## config.mk

```make
export PLATFORM = sky130hd
export DESIGN_NAME = coefficient_streamer
export DESIGN_NICKNAME = d
export VERILOG_FILES = /design/src/rtl/coefficient_pkg.sv /design/src/rtl/coefficient_rom.sv /design/src/rtl/coefficient_streamer.sv
export SDC_FILE = /design/constraint.sdc
export NUM_CORES = 1
export LEC_CHECK = 0
export ABC_AREA = 1
export BUFFER_PORTS_ARGS = -buffer_cell sky130_fd_sc_hd__buf_4
export CORE_ASPECT_RATIO = 1.75
export CORE_MARGIN = 2
export CORE_UTILIZATION = 25
export DETAILED_ROUTE_END_ITERATION = 8
export GPL_TIMING_DRIVEN = 0
export SYNTH_ARGS = -nofsm -noshare
export SYNTH_HDL_FRONTEND = slang
export SYNTH_SLANG_ARGS = --single-unit
```

## constraint.sdc

```tcl
create_clock -name clock -period 1.7 [get_ports clock]
set_input_delay 0.17 -clock clock [delete_from_list [all_inputs] [get_ports clock]]
set_output_delay 0.17 -clock clock [all_outputs]
set_load 0.02 [all_outputs]
```

## src/rtl/coefficient_pkg.sv

```systemverilog
// Shared types and default coefficient table for the coefficient streamer.
package coefficient_pkg;

  typedef enum logic [1:0] {StIdle, StLoad, StDone} state_e;

  localparam int unsigned DefaultLength = 20;

  localparam int COEFF_DEFAULT [DefaultLength] = '{
    34, 34, 0, 49, 125, -77, -51, 8, 97, 109,
    -91, -3, 9, 1, 59, 75, 19, 58, -97, 10
  };

  // Entries past the default table read as zero so any LENGTH is well defined.
  function automatic int coeff_default(input int unsigned idx);
    return (idx < DefaultLength) ? COEFF_DEFAULT[idx] : 0;
  endfunction

  function automatic int unsigned index_width(input int unsigned n);
    return (n < 2) ? 1 : $clog2(n);
  endfunction

endpackage

```

## src/rtl/coefficient_rom.sv

```systemverilog
// Coefficient table with combinational read. Define COEFF_WRITE_EN for a
// writable table (resets to the defaults); otherwise it is a constant ROM.
module coefficient_rom
  import coefficient_pkg::*;
#(
  parameter int unsigned LENGTH     = 20,
  parameter int unsigned DATA_WIDTH = 8,
  parameter int unsigned ADDR_WIDTH = index_width(LENGTH)
) (
`ifdef COEFF_WRITE_EN
  input  logic                         clock,
  input  logic                         resetN,
  input  logic                         wr_en,
  input  logic [ADDR_WIDTH-1:0]        wr_addr,
  input  logic signed [DATA_WIDTH-1:0] wr_data,
`endif
  input  logic [ADDR_WIDTH-1:0]        rd_index,
  output logic signed [DATA_WIDTH-1:0] rd_data
);

`ifdef COEFF_WRITE_EN
  logic signed [DATA_WIDTH-1:0] mem_q [LENGTH];

  always_ff @(posedge clock or negedge resetN) begin
    if (!resetN) begin
      for (int unsigned i = 0; i < LENGTH; i++) begin
        mem_q[i] <= DATA_WIDTH'(coeff_default(i));
      end
    end else if (wr_en && (32'(wr_addr) < LENGTH)) begin
      mem_q[wr_addr] <= wr_data;
    end
  end

  always_comb begin
    rd_data = '0;
    if (32'(rd_index) < LENGTH) rd_data = mem_q[rd_index];
  end
`else
  always_comb begin
    rd_data = '0;
    if (32'(rd_index) < LENGTH) rd_data = DATA_WIDTH'(coeff_default(32'(rd_index)));
  end
`endif

endmodule

```

## src/rtl/coefficient_streamer.sv

```systemverilog
// Streams LENGTH coefficients to a filter over valid/ready, forward or reversed.
// Define COEFF_WRITE_EN to add an IDLE-only table write port.
module coefficient_streamer
  import coefficient_pkg::*;
#(
  parameter int unsigned LENGTH     = 20,
  parameter int unsigned DATA_WIDTH = 8,
  localparam int unsigned ADDR_WIDTH = $clog2(LENGTH)
) (
  input  logic                         clock,
  input  logic                         resetN,
`ifdef COEFF_WRITE_EN
  input  logic                         wrEnable,
  input  logic [ADDR_WIDTH-1:0]        wrAddress,
  input  logic signed [DATA_WIDTH-1:0] wrData,
`endif
  input  logic                         start,
  input  logic                         reverse,
  input  logic                         coeffReady,
  output logic                         coeffValid,
  output logic signed [DATA_WIDTH-1:0] coefficientOut,
  output logic [ADDR_WIDTH-1:0]        coeffIndex,
  output logic                         busy,
  output logic                         filterSetFlag
);

  localparam logic [ADDR_WIDTH-1:0] LastIdx = ADDR_WIDTH'(LENGTH - 1);

  state_e                       state_q;
  logic [ADDR_WIDTH-1:0]        index_q;
  logic                         rev_q;
  logic                         at_last;
  logic signed [DATA_WIDTH-1:0] rom_data;

  assign at_last = rev_q ? (index_q == '0) : (index_q == LastIdx);

  coefficient_rom #(
    .LENGTH    (LENGTH),
    .DATA_WIDTH(DATA_WIDTH),
    .ADDR_WIDTH(ADDR_WIDTH)
  ) u_rom (
`ifdef COEFF_WRITE_EN
    .clock   (clock),
    .resetN  (resetN),
    .wr_en   (wrEnable && (state_q == StIdle)),
    .wr_addr (wrAddress),
    .wr_data (wrData),
`endif
    .rd_index(index_q),
    .rd_data (rom_data)
  );

  always_ff @(posedge clock or negedge resetN) begin
    if (!resetN) begin
      state_q       <= StIdle;
      index_q       <= '0;
      rev_q         <= 1'b0;
      coeffValid    <= 1'b0;
      busy          <= 1'b0;
      filterSetFlag <= 1'b0;
    end else begin
      unique case (state_q)
        StIdle: begin
          if (start) begin
            state_q    <= StLoad;
            rev_q      <= reverse;
            index_q    <= reverse ? LastIdx : '0;
            coeffValid <= 1'b1;
            busy       <= 1'b1;
          end
        end
        StLoad: begin
          if (coeffValid && coeffReady) begin
            if (at_last) begin
              state_q       <= StDone;
              coeffValid    <= 1'b0;
              filterSetFlag <= 1'b1;
            end else begin
              index_q <= rev_q ? index_q - ADDR_WIDTH'(1) : index_q + ADDR_WIDTH'(1);
            end
          end
        end
        StDone: begin
          state_q       <= StIdle;
          index_q       <= '0;
          busy          <= 1'b0;
          filterSetFlag <= 1'b0;
        end
        default: state_q <= StIdle;
      endcase
    end
  end

  // Data and index read as zero whenever nothing is being offered.
  assign coefficientOut = coeffValid ? rom_data : '0;
  assign coeffIndex     = coeffValid ? index_q : '0;

endmodule

```

==> qor.yml <==
crit_slowest_cell: "dfrtp_2"
synth_area_per_cell_um2: 7.10
syn-cell-area_um2: 1250
busiest_layer: "met2"
viasPerCell: 4.69
grt_pass1_wl_mm: 5.73
wl_per_cell_um: 12.1
routabilityCongestion: 0.844
finalWorstPathRequiredPeriod_ns: 1.79
synthCells: 176
rsz0062_at_grt: "true"
pre_cts_ws_ns: -0.191
crit_buf_inv: 4
layout_setup_ws_ns: -0.0913
cts.path.max_buffers: 2
place.port_buffers: 20
ys_warn_count: 0
rrSetupSlack_ns: -0.03
violations: "negative setup slack"
worstSkewPairLatency_ns: 0.24
worstPathMaxFanout: 5
fin_cells: 270
tritoncts: "yes"
skew_ns: 0.000477
tightestPinTransition_ns: 0.280
max_freq_mhz: 558
yosysMostFrequentCell: "nand2_1"
path_delay_family: "flip-flops"
grt.total_usage: 0.125
yosys_most_used_dff: "dfrtp_1"
drv_cap: 0
diodes: 0
die_y_um: 97.5
endpoint_kind: "primary output"
grt_max_degree: 12
dr.pass1.iters: 4
dp.cells: 250
synth-seq-cells: 11
antenna_found_initial: 0
drive_gt1_frac: 0.468
wirelength_mm: 3.25
fin_nets: 239
yosys.area.top_type: "dfrtp_1"
cts.sinks: 11
period_share: 1.05
cp-start-kind: "flip-flop"
cts_buffers: 3
grt_pass1_vias: 1324
drtAntennaViolNets: 0
utilization: 0.380
timing.final.hold_violations: 0
slowest_delay_ns: 0.49
dieArea_um2: 5600
cts-htree-levels: 1
status: "finished with violations"
grtUsageMet2: 0.230
synth_area_leaders: "dfrtp_1, ha_1, nand2_1, inv_1, nand3_1"
drc: 0
netlist_top_cells_count: "nand2_1, inv_1, ha_1"
synth_edf_count: 0
hpwl_mm: 2.27
synth_cell_type_count: 26
nFillCells: 508
power_mw: 4.19
overflow: 0
fp.dieW_um: 57.5
setup_viol: 7
yosysTopAreaCellShare: 0.220
required_ns: 1.53
grtUsageMet1: 0.133
ys_seq_area_frac: 0.220
via_count: 1266
cts_root_buffer: "clkbuf_8"
core-area_um2: 4890
syn_nets: 198
rows: 34
ios: 21
powerDensity_nw_per_um2: 2250
power.leakage_nw: 0.920
critPathKind: "reg2out"
arrival_ns: 1.62
hold_class: "in2reg"
worstPathCellList: "inv_4 -> buf_12 -> ha_4 -> inv_2 -> nand2_4 -> o211ai_1 -> a21oi_1 -> buf_4"
area_growth_pct: 48.5
irDropWorstVdd_uv: 973
start_util: 0.255
max_slew_margin: 0.813
drtIter0Drc: 42
grtUsageMet3: 0.0160
synth-async-reset-ratio: 1.00
slew_viol_final: 0
clkTransAtPathRegs_ns: 0.05
-- tightest hold or removal path, cell delays in order --
cell,delay [ns]
buf_4,0.11
inv_1,0.06
o21ai_0,0.08
-- power breakdown --
part           switching, mW  internal, mW
registers              0.184         0.397
logic                   1.91          1.43
clock network          0.102         0.165
-- routing by layer --
metal | wire length (um) | part of all wire
met3 | 108 | 0.033
met1 | 1220 | 0.38
met2 | 1880 | 0.58
met5 | 0 | 0
met4 | 46 | 0.014
-- layout by cell type (no fill, tap or decap), types with 2 or more instances in the layout --
cell type  instances
o21ai_2            6
nand3_1           12
buf_4             27
o21ai_0            5
o21ai_1            3
nand2_2           10
nor2_1             4
nor2_2             2
ha_1              10
nand2_4            5
nand3_2            3
inv_4              4
a21oi_2            4
inv_1             19
buf_6             11
a21oi_1            5
clkbuf_8           3
o211ai_1           2
dfrtp_1            9
nand4_1            2
ha_4               5
nand2_1           41
dfrtp_2            2
nor2_4             3
inv_2              4
or2_2              2
-- per-stage QoR --
stage | area, um2 | setup TNS [ns] | hold slack (ns)
floorplan | 1260 | 0 | -0.126
global placement | 1480 | -0.974 | 0.0181
detailed placement | 1480 | -0.951 | 0.0188
CTS | 1700 | -0.341 | 0.246
global route | 1860 | -0.991 | 0.245
finish | 1860 | -0.427 | 0.234
-- cell type report --
class	instances	area (um2)	area share
well taps	54	67.6	0.0364
repair buffers	36	312	0.168
flip-flops and latches	11	278	0.150
plain buffers	4	45.0	0.0243
multi-input cells	132	982	0.529
clock buffers	4	45.0	0.0243
inverters	29	128	0.0687
-- flip-flops by register name (all words and copies together), names as in the netlist --
name           flops
busy               1
coeffValid         1
filterSetFlag      1
index_q            5
rev_q              1
state_q            2
-- timing repair --
action / 4_1_cts / 5_1_grt
resized for setup: 26 / 31
cloned: 0 / 0
hold buffers: 1 / 0
endpoints found under the hold margin: 11 / 0
pin swaps: 6 / 19
setup endpoints to repair: 16 / 9
buffers inserted: 11 / 6
-- cells by family after synthesis --
kind of cell	count (synthesis)	synth area share
compound gates	27	0.124
simple gates	88	0.353
fa+ha+maj	17	0.176
flops	11	0.220
buf+inv	33	0.126
-- worst paths after layout --
check                         startpoint                end  depth (start not counted)
hold / removal                   reverse              rev_q                          3
setup reg to reg              index_q[1]         index_q[4]                         11
max in group asynchronous         resetN         index_q[1]                          2
hold reg to reg            filterSetFlag      filterSetFlag                          2
min in group asynchronous         resetN         state_q[0]                          2
setup / recovery              index_q[1]  coefficientOut[2]                          8
Note: power is estimated with default switching activity, not from simulation.
